<file path="src/rtl/tristate_bus_arbiter.sv">
// tristate_bus_arbiter: round-robin owner select for one shared 3-state bus (in: clk, rst_n, req[N]; out: one-hot en[N], gnt_id, busy, turnaround)
module tristate_bus_arbiter #(
  parameter int N = 4,
  parameter int MAX_HOLD = 16,
  parameter int TA_CYCLES = 1
) (
  input  logic                 clk,
  input  logic                 rst_n,
  input  logic [N-1:0]         req,
  output logic [N-1:0]         en,
  output logic [$clog2(N)-1:0] gnt_id,
  output logic                 busy,
  output logic                 turnaround
);
  localparam int IW = $clog2(N);
  localparam int HW = MAX_HOLD > 0 ? $clog2(MAX_HOLD + 1) : 1;
  localparam int TW = $clog2(TA_CYCLES + 1);
  typedef enum logic [1:0] {IDLE, GRANT, TURNAROUND} state_t;
  state_t state, state_n;
  logic [N-1:0] en_n;
  logic [IW-1:0] gnt_n, last_owner, last_n, win, k;
  logic [HW-1:0] hold, hold_n;
  logic [TW-1:0] ta_cnt, ta_n;
  logic release_bus, eval;
  always_comb begin
    win = last_owner;
    k = '0;
    for (int i = N; i >= 1; i--) begin
      k = IW'((int'(last_owner) + i) % N);
      if (req[k]) win = k;
    end
  end
  always_comb begin
    state_n = state;
    en_n = en;
    gnt_n = gnt_id;
    last_n = last_owner;
    hold_n = hold;
    ta_n = ta_cnt;
    release_bus = !req[gnt_id] || (MAX_HOLD != 0 && hold == HW'(MAX_HOLD));
    eval = state == IDLE || (state == TURNAROUND && ta_cnt == TW'(TA_CYCLES));
    if (state == GRANT) begin
      state_n = release_bus ? TURNAROUND : GRANT;
      en_n = release_bus ? '0 : en;
      hold_n = release_bus ? '0 : (&hold ? hold : hold + 1'b1);
      ta_n = release_bus ? TW'(1) : '0;
    end else if (!eval) begin
      ta_n = ta_cnt + 1'b1;
    end else begin
      state_n = |req ? GRANT : IDLE;
      en_n = |req ? N'(1) << win : '0;
      gnt_n = |req ? win : gnt_id;
      last_n = |req ? win : last_owner;
      hold_n = |req ? HW'(1) : '0;
      ta_n = '0;
    end
  end
  always_ff @(posedge clk or negedge rst_n) begin
    if (!rst_n) begin
      state <= IDLE;
      en <= '0;
      gnt_id <= '0;
      last_owner <= IW'(N - 1);
      hold <= '0;
      ta_cnt <= '0;
    end else begin
      state <= state_n;
      en <= en_n;
      gnt_id <= gnt_n;
      last_owner <= last_n;
      hold <= hold_n;
      ta_cnt <= ta_n;
    end
  end
  assign busy = state == GRANT;
  assign turnaround = state == TURNAROUND;
endmodule

</file>
<file path="config.mk">
export PLATFORM = sky130hd
export DESIGN_NAME = tristate_bus_arbiter
export DESIGN_NICKNAME = d
export VERILOG_FILES = /design/src/rtl/tristate_bus_arbiter.sv
export SDC_FILE = /design/constraint.sdc
export NUM_CORES = 1
export LEC_CHECK = 0
export BUFFER_PORTS_ARGS = -buffer_cell sky130_fd_sc_hd__buf_2
export CAP_MARGIN = 20
export CORE_MARGIN = 3
export CORE_UTILIZATION = 50
export CTS_CLUSTER_DIAMETER = 150
export DETAILED_ROUTE_END_ITERATION = 6
export PLACE_DENSITY = 0.72
export SYNTH_ARGS = -nofsm -noshare
export SYNTH_HDL_FRONTEND = slang
export SYNTH_SLANG_ARGS = --single-unit
</file>
<file path="constraint.sdc">
create_clock -name clk -period 2.5 [get_ports clk]
set_input_delay 0.5 -clock clk [delete_from_list [all_inputs] [get_ports clk]]
set_output_delay 0.5 -clock clk [all_outputs]
set_load 0.02 [all_outputs]
</file>
==> results of run 1 <==
-- routing by layer --
layer / up-vias / track usage [%] / wire length, um
li1: 350 / - / -
met1: 334 / 23.8 / 799
met2: 11 / 31.7 / 868
met3: 2 / 5.26 / 70
met4: 0 / 9.68 / 12
met5: - / 0 / 0
-- worst min-delay path by stage --
stage / endpoint / cells past startpoint / slack, ns
after CTS: state[1] / 1 / 0.12
after global placement: state[1] / 1 / 0.43
after floorplan: en[0] / 0 / 0.20
final: hold[0] / 1 / 0.12
after detailed placement: state[1] / 1 / 0.43
after global routing: state[1] / 1 / 0.11
-- area by class of cell --
| cell class | instances | area [um2] |
|---|---|---|
| Clock buffer | 3 | 22.5 |
| Timing Repair Buffer | 13 | 65.1 |
| Tap cell | 16 | 20.0 |
| Sequential cell | 16 | 403 |
| Inverter | 5 | 18.8 |
| Multi-Input combinational cell | 61 | 440 |
| Fill cell | 143 | 607 |
-- registers in the layout, summed over array words and instances (netlist names) --
register	count
state	2
last_owner	2
gnt_id	2
hold	5
en	4
ta_cnt	1
-- kinds of logic (layout without fill, tap and decap cells) --
group | count (synthesis) | after routing | synth area share (%)
flip-flops | 16 | 16 | 45.9
AND/OR/NAND/NOR | 26 | 26 | 15.1
buffers and inverters | 9 | 21 | 3.99
XOR/XNOR | 1 | 1 | 0.997
multiplexers | 2 | 2 | 3.70
adder cells (fa/ha/maj) | 3 | 3 | 4.27
AO/OA/AOI/OAI | 29 | 29 | 26.1
-- per-stage QoR --
step,hold WS (ns),utilization (%),std cells
after floorplan,0.204,-,86
after global placement,0.428,60.1,111
after detailed placement,0.434,60.1,111
after CTS,0.116,61.5,114
after global routing,0.105,61.5,114
final,0.117,61.5,114
-- synthesized netlist by cell type, drive strengths merged --
cell | number | area share (%)
a31oi | 3 | 2.1
nand2 | 9 | 3.8
o21ai | 3 | 1.7
buf | 1 | 0.57
a21o | 3 | 2.6
nand3 | 2 | 1.1
mux2i | 1 | 1.1
a211oi | 1 | 0.86
nand3b | 1 | 0.86
mux4 | 1 | 2.6
a32o | 5 | 5.8
nor3 | 1 | 0.57
dfstp | 2 | 6.0
xor2 | 1 | 1.0
a32oi | 2 | 2.0
ha | 3 | 4.3
clkbuf | 3 | 1.3
nand4bb | 1 | 1.3
nor2b | 1 | 0.71
nand2b | 2 | 1.4
a21oi | 3 | 1.7
dfrtp | 14 | 40
o21a | 3 | 2.6
and3 | 3 | 2.3
a22o | 1 | 1.0
a221oi | 1 | 1.7
nor2 | 5 | 2.1
o41ai | 2 | 2.0
o2bb2ai | 1 | 1.0
inv | 5 | 2.1
and2 | 1 | 0.86
a31o | 1 | 1.0
-- power by group --
part	internal [mW]	switching (mW)	leakage, nW	total (mW)
clock network	0.0559	0.0755	0.0138	0.131
registers	0.379	0.105	0.193	0.484
logic	0.253	0.343	0.257	0.596
-- cells in the final DEF (no fill, tap or decap), types with 2 or more instances in the layout --
cell and n:
dfrtp_1 14, buf_2 13, nand2_1 9, inv_1 5
nor2_1 5, a32o_1 4, a21oi_1 3, o21ai_0 3
a21o_1 3, a31oi_1 3, o21a_1 3, ha_1 3
clkbuf_4 3, and3_1 2, nand2b_1 2, a32oi_1 2
o41ai_1 2, nand3_1 2, dfstp_2 2
==> out/metrics.cfg, run 1 <==
[status]
status = complete, no violations

[sta]
final_hold_viol_count = 0
relSlewSlack_pct = 54.3
finClkSkew_ns = 0.00111
tns_ns = 0
fin_crit_ns = 1.94
post-route-period-util_pct = 77.5
rsz0062_at_grt = false
finalMaxSlewViolations = 0
setup_viol = 0
layout_setup_ws_ns = 0.562
fmax_ghz = 0.516
worst_pin_slew_ns = 0.685

[die]
dieArea_mm2 = 0.00230
core_mm2 = 0.00158
row_count = 14
initial_core_util_pct = 55.7
io_pins = 14
die_w_um = 47.9
die_y_um = 47.9

[worst_setup_path]
r2r_start = gnt_id[1]
cp_top_family = flip-flops
critical_path_depth = 2
worst-path-max-fanout = 10
critPathLaunchType = flip-flop
max_stage_delay_ns = 0.50
cp_cell_sequence = nor2b_1 > buf_2
r2r_slack_ns = 0.75
crit_arrival_ns = 1.44
crit_slowest_cell = dfrtp_1
ff2ff_path_depth = 3
startpoint = state[1]
crit_path_end = busy
critPathCaptureType = output port
crit_type = reg -> out
cp.buffers_inverters = 1
timing.rr.end = en[2]
worst_ep_required_time_ns = 2.00

[detailed_routing]
vias_per_cell = 6.11
drcViolationCount = 0
vias = 697
wl_per_cell_um = 15.4
antenna_left = 0
wl_um = 1750
drt_pass1_iterations = 4
drt_iter0_drc = 6

[pwr]
power_density_mw_per_mm2 = 1250
ir_drop_v = 0.000730
leakage_nw = 0.464
finalPower_mw = 1.21

[placed_design]
routabilityCongestion = 0.764
port_buffers = 13
placed_area_um2 = 947
preCtsSetupSlack_ns = 0.506
hpwl_um = 1370

[flow_run]
cap_viol_max_count = 0

[clocking]
postCtsSetupBuffers = 0
htreeDepth = 1
numCtsBuffers = 3
holdBufCountCts = 0
clock_sinks = 16
cts.clk_slew.worst_paths_ns = 0.09
cts_resized = 0
cts-root-buf = clkbuf_4
clk_latency_ns = 0.28
cts_tree = yes
cts_buffer_depth = 2

[hold_path]
hold_class = in -> async

[final_layout]
stdcell_area_um2 = 970
nets = 109
syn2layout_area_growth_pct = 10.4
drive_gt1_share_pct = 24.5
antenna_cells = 0

[global_routing]
grt_max_degree = 17
overflow = 0
gr-usage-all-layers_pct = 19.6
antenna_found_initial = 0
grt_pass1_vias = 700
grt_pass1_wl_um = 3060

[yosys]
postSynthAreaPerCell_um2 = 10.2
synth_nets = 95
synth-seq-area-share_pct = 45.9
yosys_warnings = 0
synth_cell_types = 34
synth_area_um2 = 878
ys_ff_latch = 16
syn_inst = 86

(Power assumes the default switching activity.)
==> run 2: changes to the inputs <==
--- a/config.mk
+++ b/config.mk
@@ -5,13 +5,14 @@
 export SDC_FILE = /design/constraint.sdc
 export NUM_CORES = 1
 export LEC_CHECK = 0
+export ABC_AREA = 1
 export BUFFER_PORTS_ARGS = -buffer_cell sky130_fd_sc_hd__buf_2
 export CAP_MARGIN = 20
 export CORE_MARGIN = 3
 export CORE_UTILIZATION = 50
 export CTS_CLUSTER_DIAMETER = 150
 export DETAILED_ROUTE_END_ITERATION = 6
-export PLACE_DENSITY = 0.72
+export PLACE_DENSITY = 0.71
 export SYNTH_ARGS = -nofsm -noshare
 export SYNTH_HDL_FRONTEND = slang
 export SYNTH_SLANG_ARGS = --single-unit
==> constraint.sdc (replaced) <==
create_clock -name clk -period 1.9 [get_ports clk]
set_input_delay 0.38 -clock clk [delete_from_list [all_inputs] [get_ports clk]]
set_output_delay 0.38 -clock clk [all_outputs]
set_load 0.02 [all_outputs]
==> run 2 against run 1 <==
Compared with the run above:
- synthesized area is 18% higher
- synthesized cell count is 56% higher
- largest power group is now registers
- critical path type is now reg -> reg
- total power is 49% lower
- final area is 20% higher
- register-to-register slack worse by 0.45 ns
- sequential power is 30% lower
- first-iteration DRC count is 17% higher
- count of clock-buffer cells in the layout is 1 higher
==> out/metrics.cfg, run 2 <==
[status]
status = complete, no violations

[placed_design]
preCtsSetupSlack_ns = 0.307
routabilityCongestion = 0.891
port_buffers = 13
placed_area_mm2 = 0.00112
dp.cells = 171
hpwl_um = 1590

[clocking]
clk_latency_ns = 0.29
htreeDepth = 1
cts.clk_slew.worst_paths_ns = 0.09
cts_buffer_depth = 2
postCtsSetupBuffers = 0
clock_sinks = 16
cts-root-buf = clkbuf_4
cts_tree = yes
cts_resized = 0
numCtsBuffers = 3

[yosys]
synth.top_cells.by_area = dfrtp_1 34%, nand2_1 11%, nand3_1 6.3%
yosys.area.top_type = dfrtp_1
synth_flop_cell = dfrtp_1
synth-edff-count = 0
postSynthAreaPerCell_um2 = 7.70
yosys_warnings = 0
ys_ff_latch = 16
synth-seq-area-share_pct = 39.0
synth_nets = 143
synth_area_mm2 = 0.00103
syn_inst = 134
synthArstFlopShare_pct = 100
synth_top_area_share_pct = 33.9
netlist_top_cells_count = 30 x nand2_1, 15 x inv_1, 14 x dfrtp_1
synth_cell_types = 24
synth_most_common_cell = nand2_1

[sta]
fin_crit_ns = 1.60
rsz0062_at_grt = false
post-route-period-util_pct = 84.4
relSlewSlack_pct = 73.5
setup_viol = 0
finalMaxSlewViolations = 0
fmax_ghz = 0.624
finClkSkew_ns = 0.00627
layout_setup_ws_ns = 0.297
tns_ns = 0
final_hold_viol_count = 0
worst_pin_slew_ns = 0.394

[detailed_routing]
wl_per_cell_um = 11.2
drcViolationCount = 0
antenna_left = 0
vias_per_cell = 4.92
wl_um = 1970
drt_iter0_drc = 7
drt_pass1_iterations = 4
vias = 866

[final_layout]
nFillCells = 179
final_cell_mix = 30 x nand2_1, 15 x inv_1, 14 x dfrtp_1
drive_gt1_share_pct = 29.8
nets = 161
regMostFlops = hold
final_cells = 176
antenna_cells = 0
top_regs = hold (5), en (4)
stdcell_area_mm2 = 0.00116
largest_reg_flops = 5
syn2layout_area_growth_pct = 12.7
final_common_cell = nand2_1

[worst_setup_path]
crit_type = reg -> reg
cp_cell_sequence = nand2_1 > nand2_4 > nand2_4 > nand2_1 > inv_1 > nand2_2 > nand2_2 > nor2_1 > nand4_1 > nand2_1
worst-path-max-fanout = 10
r2r_start = last_owner[0]
timing.rr.end = en[3]
critPathCaptureType = flip-flop
critical-path-top-cell-by-count = nand2_1
crit_slowest_cell = dfstp_2
ff2ff_path_depth = 10
r2r_slack_ns = 0.30
critPathLaunchType = flip-flop
max_stage_delay_ns = 0.69
crit_arrival_ns = 1.83
worst_ep_required_time_ns = 2.13

[global_routing]
gr-usage-all-layers_pct = 17.4
grt_pass1_vias = 828
grt_pass1_wl_um = 3510
antenna_found_initial = 0
grt_max_degree = 17
overflow = 0

[pwr]
switching_share_pct = 22.8
combPwrFrac_pct = 7.7
leakage_nw = 0.615
seqPwrFrac_pct = 55.6
p_int_mw = 0.473
ir_drop_v = 0.000456
p_clk_share_pct = 36.7
power_density_mw_per_mm2 = 526
finalPower_mw = 0.612
power_switching_mw = 0.140

[die]
io_pins = 14
core_mm2 = 0.00184
row_count = 15
dieArea_mm2 = 0.00265
initial_core_util_pct = 56.1
die_y_um = 51.4
die_w_um = 51.4

[hold_path]
hold_class = reg -> reg
min_from = en[3]
holdPathStages = 2
hold_end = en[3]

[flow_run]
cap_viol_max_count = 0

## run 2: cell types whose count changed in the layout (fill, tap and decap cells not counted), sizes merged, moves of 3 or more
| cell | change |
|---|---|
| o21a | -3 |
| nand4 | +3 |
| o21ai | +13 |
| inv | +16 |
| nand2 | +34 |
| and3 | -3 |
| nor2 | +5 |
| a21o | -3 |
| nand3 | +12 |
| a21oi | -3 |
| a32o | -5 |
| a31oi | -3 |
## run 2: layer usage
layer | part of all wire [%] | vias to the layer above | track usage [%] | wire length, um
li1 | - | 464 | - | -
met1 | 47 | 387 | 21.2 | 921
met2 | 49 | 13 | 29.9 | 960
met3 | 3.6 | 2 | 5.25 | 71
met4 | 0.61 | 0 | 3.93 | 12
met5 | 0 | - | 0 | 0
## run 2: cell families after synthesis
group,after synthesis,synth area share [%]
flip-flops,16,39.0
adder cells (fa/ha/maj),3,3.64
buffers and inverters,22,8.97
AND/OR/NAND/NOR,72,35.0
XOR/XNOR,2,1.70
AO/OA/AOI/OAI,19,11.6
## run 2: cell type report
cell class | count | area [um2] | share of cell area (%)
Clock buffer | 4 | 36.3 | 3.12
Inverter | 21 | 81.3 | 6.99
Multi-Input combinational cell | 96 | 537 | 46.1
Sequential cell | 16 | 403 | 34.6
Tap cell | 25 | 31.3 | 2.69
Timing Repair Buffer | 14 | 75.1 | 6.45
## run 2: worst max path at each step
stage / startpoint / end
final: last_owner[0] / en[3]
after CTS: last_owner[0] / en[0]
after global routing: last_owner[0] / gnt_id[0]
after detailed placement: last_owner[0] / en[0]
after global placement: last_owner[0] / en[0]
after floorplan: last_owner[0] / en[0]
## run 2: worst max-delay path, delay by kind of cell, from the launching register on
family / cells / cell delay, ns
DFF: 1 / 0.69
buffers and inverters: 1 / 0.05
and+or+nand+nor: 9 / 0.80
## run 2: power groups by stage
stage	clock network [mW]	registers [mW]	logic (mW)
4_1_cts	0.232	0.341	0.0480
3_3_place_gp	0	0.347	0.0455
5_1_grt	0.241	0.341	0.0535
2_1_floorplan	0	0.347	0.0289
6_report	0.225	0.340	0.0474
3_5_place_dp	0	0.347	0.0463
## run 2: through the flow
step / util (%) / hold WS, ns
final: 63.3 / 0.499
after detailed placement: 60.7 / 0.317
after global routing: 63.3 / 0.498
after floorplan: - / 0.0844
after global placement: 60.7 / 0.314
after CTS: 63.3 / 0.493
## run 2: repair_timing
action,CTS,global route
setup endpoints to repair,0,0
hold buffers,1,0
hold endpoints to repair,8,0
==> run 3: changes to the inputs <==
--- a/config.mk
+++ b/config.mk
@@ -5,14 +5,14 @@
 export SDC_FILE = /design/constraint.sdc
 export NUM_CORES = 1
 export LEC_CHECK = 0
-export ABC_AREA = 1
+export ABC_AREA = 0
 export BUFFER_PORTS_ARGS = -buffer_cell sky130_fd_sc_hd__buf_2
 export CAP_MARGIN = 20
 export CORE_MARGIN = 3
-export CORE_UTILIZATION = 50
+export CORE_UTILIZATION = 48
 export CTS_CLUSTER_DIAMETER = 150
 export DETAILED_ROUTE_END_ITERATION = 6
-export PLACE_DENSITY = 0.71
+export PLACE_DENSITY = 0.72
 export SYNTH_ARGS = -nofsm -noshare
 export SYNTH_HDL_FRONTEND = slang
 export SYNTH_SLANG_ARGS = --single-unit
==> constraint.sdc (replaced) <==
create_clock -name clk -period 1.31 [get_ports clk]
set_input_delay 0.262 -clock clk [delete_from_list [all_inputs] [get_ports clk]]
set_output_delay 0.262 -clock clk [all_outputs]
set_load 0.02 [all_outputs]
==> run 3 against run 2 <==
Compared with the run above:
- the run now ends with negative setup slack left
- die area fell by 10%
- clock skew rose by 0.0090 ns
- flip-flop and latch count did not move
- critical path depth fell by 6
- non-clock buffer count rose by 43
- critical endpoint is now hold[4]
==> out/metrics.cfg, run 3 (synthesis gave the netlist of run 1 again) <==
[status]
status = finished, violations left
violations = negative setup slack

[clocking]
numCtsBuffers = 3
htreeDepth = 1
clock_sinks = 16
cts_buffer_depth = 2
cts-root-buf = clkbuf_4
clk_latency_ns = 0.29
cts.clk_slew.worst_paths_ns = 0.11
cts_tree = yes

[final_layout]
final_cells = 167
final_cell_mix = 33 x buf_4, 13 x dfrtp_1, 12 x buf_2
antenna_cells = 0
final_common_cell = buf_4
nFillCells = 41
regMostFlops = hold
syn2layout_area_growth_pct = 75.8
final-seq-area_um2 = 404
largest_reg_flops = 5
stdcell_area_mm2 = 0.00154
top_regs = hold (5), en (4)
drive_gt1_share_pct = 63.6
multi_input_area_um2 = 621
nets = 153

[sta]
layout_setup_ws_ns = -0.365
finalMaxSlewViolations = 0
post-route-period-util_pct = 128
fin_crit_ns = 1.68
final_hold_viol_count = 0
rsz0062_at_grt = true
fmax_ghz = 0.597
finClkSkew_ns = 0.0152
tns_ns = -4.35
whs_ns = 0.437
relSlewSlack_pct = 72.4
setup_viol = 18
worst_pin_slew_ns = 0.410

[hold_path]
hold_class = in -> async

[global_routing]
antenna_found_initial = 0
gr-usage-all-layers_pct = 25.8
overflow = 0
grt_max_degree = 17
grt_pass1_vias = 983
grt_pass1_wl_um = 4730

[die]
initial_core_util_pct = 54.5
die_y_um = 48.8
die_w_um = 48.8
dieArea_mm2 = 0.00238
io_pins = 14
core_mm2 = 0.00161
row_count = 14

[detailed_routing]
drcViolationCount = 0
vias = 1099
drt_iter0_drc = 78
wl_per_cell_um = 23.8
drt_pass1_iterations = 4
wl_um = 3970
vias_per_cell = 6.58
antenna_left = 0

[pwr]
switching_share_pct = 43.5
leakage_nw = 0.724
finalPower_mw = 3.95
power_switching_mw = 1.72
ir_drop_v = 0.00219
p_int_mw = 2.23
power_density_mw_per_mm2 = 2560
p_clk_share_pct = 7.2
seqPwrFrac_pct = 23.4
combPwrFrac_pct = 69.4

[worst_setup_path]
crit_type = reg -> reg
crit_arrival_ns = 1.87
worst-path-max-fanout = 4
critPathCaptureType = flip-flop
worst_ep_required_time_ns = 1.50
critPathLaunchType = flip-flop

[placed_design]
dp.cells = 145
placed_area_mm2 = 0.00118
port_buffers = 13
routabilityCongestion = 0.979
hpwl_um = 1590

[flow_run]
cap_viol_max_count = 0

-- run 3: cell types whose count changed in the layout (fill, tap and decap cells not counted), moves of 4 or more --
cell	previous run	this run
inv_2	5	1
buf_4	0	33
nand2_1	30	6
a32o_1	0	4
nand3_1	13	1
inv_1	15	3
nand2_2	9	1
buf_6	0	11
o21ai_2	4	0
nor2_1	9	2
o21ai_0	9	1
-- run 3: power by group through the flow --
stage | Sequential, mW | Clock (mW) | Combinational [mW]
2_1_floorplan | 0.957 | 0 | 0.938
3_3_place_gp | 0.876 | 0 | 1.66
3_5_place_dp | 0.884 | 0 | 1.69
4_1_cts | 0.881 | 0.284 | 2.16
5_1_grt | 0.949 | 0.314 | 2.87
6_report | 0.923 | 0.286 | 2.74
-- run 3: cell type report --
| cell class | instances | share of cell area [%] |
|---|---|---|
| Timing Repair Buffer | 57 | 28.6 |
| Multi-Input combinational cell | 61 | 40.2 |
| Sequential cell | 16 | 26.2 |
| Tap cell | 24 | 1.94 |
| Clock buffer | 4 | 1.70 |
| Inverter | 5 | 1.38 |
-- run 3: path summary, 6_finish.rpt --
kind	start	endpoint	slack, ns	depth (start not counted)
max	gnt_id[1]	hold[4]	-0.37	4
min	rst_n	hold[0]	0.44	2
max reg2reg	gnt_id[1]	hold[4]	-0.37	4
min reg2reg	en[0]	en[0]	0.50	2
max in group asynchronous	rst_n	last_owner[1]	0.54	2
min in group clk	en[0]	en[0]	0.50	2
-- run 3: worst max-delay path, stage by stage, from the launching register on --
cell and delay (ns):
dfrtp_2 0.39, mux4_2 0.56, and3_4 0.19, a22o_4 0.22, a32o_1 0.22
-- run 3: stage by stage --
step / worst slack, ns / utilization, %
4_1_cts: -0.313 / 87.4
6_report: -0.365 / 95.8
5_1_grt: -0.396 / 95.8
2_1_floorplan: -0.356 / -
3_3_place_gp: -0.345 / 73.5
3_5_place_dp: -0.342 / 73.5
-- run 3: timing repair --
| item | 4_1_cts | 5_1_grt |
|---|---|---|
| hold endpoints to repair | 14 | 0 |
| gates cloned | 1 | 0 |
| gates resized for setup | 28 | 18 |
| hold buffers | 1 | 0 |
| pin swaps | 9 | 5 |
| setup buffers | 11 | 5 |
| endpoints found under the setup margin | 17 | 18 |
-- run 3: per-layer routing --
| metal | track usage, % | share of wire, % |
|---|---|---|
| met5 | 0 | 0 |
| met4 | 9.48 | 6.3 |
| met3 | 3.67 | 8.4 |
| met2 | 46.8 | 50 |
| met1 | 30.5 | 35 |
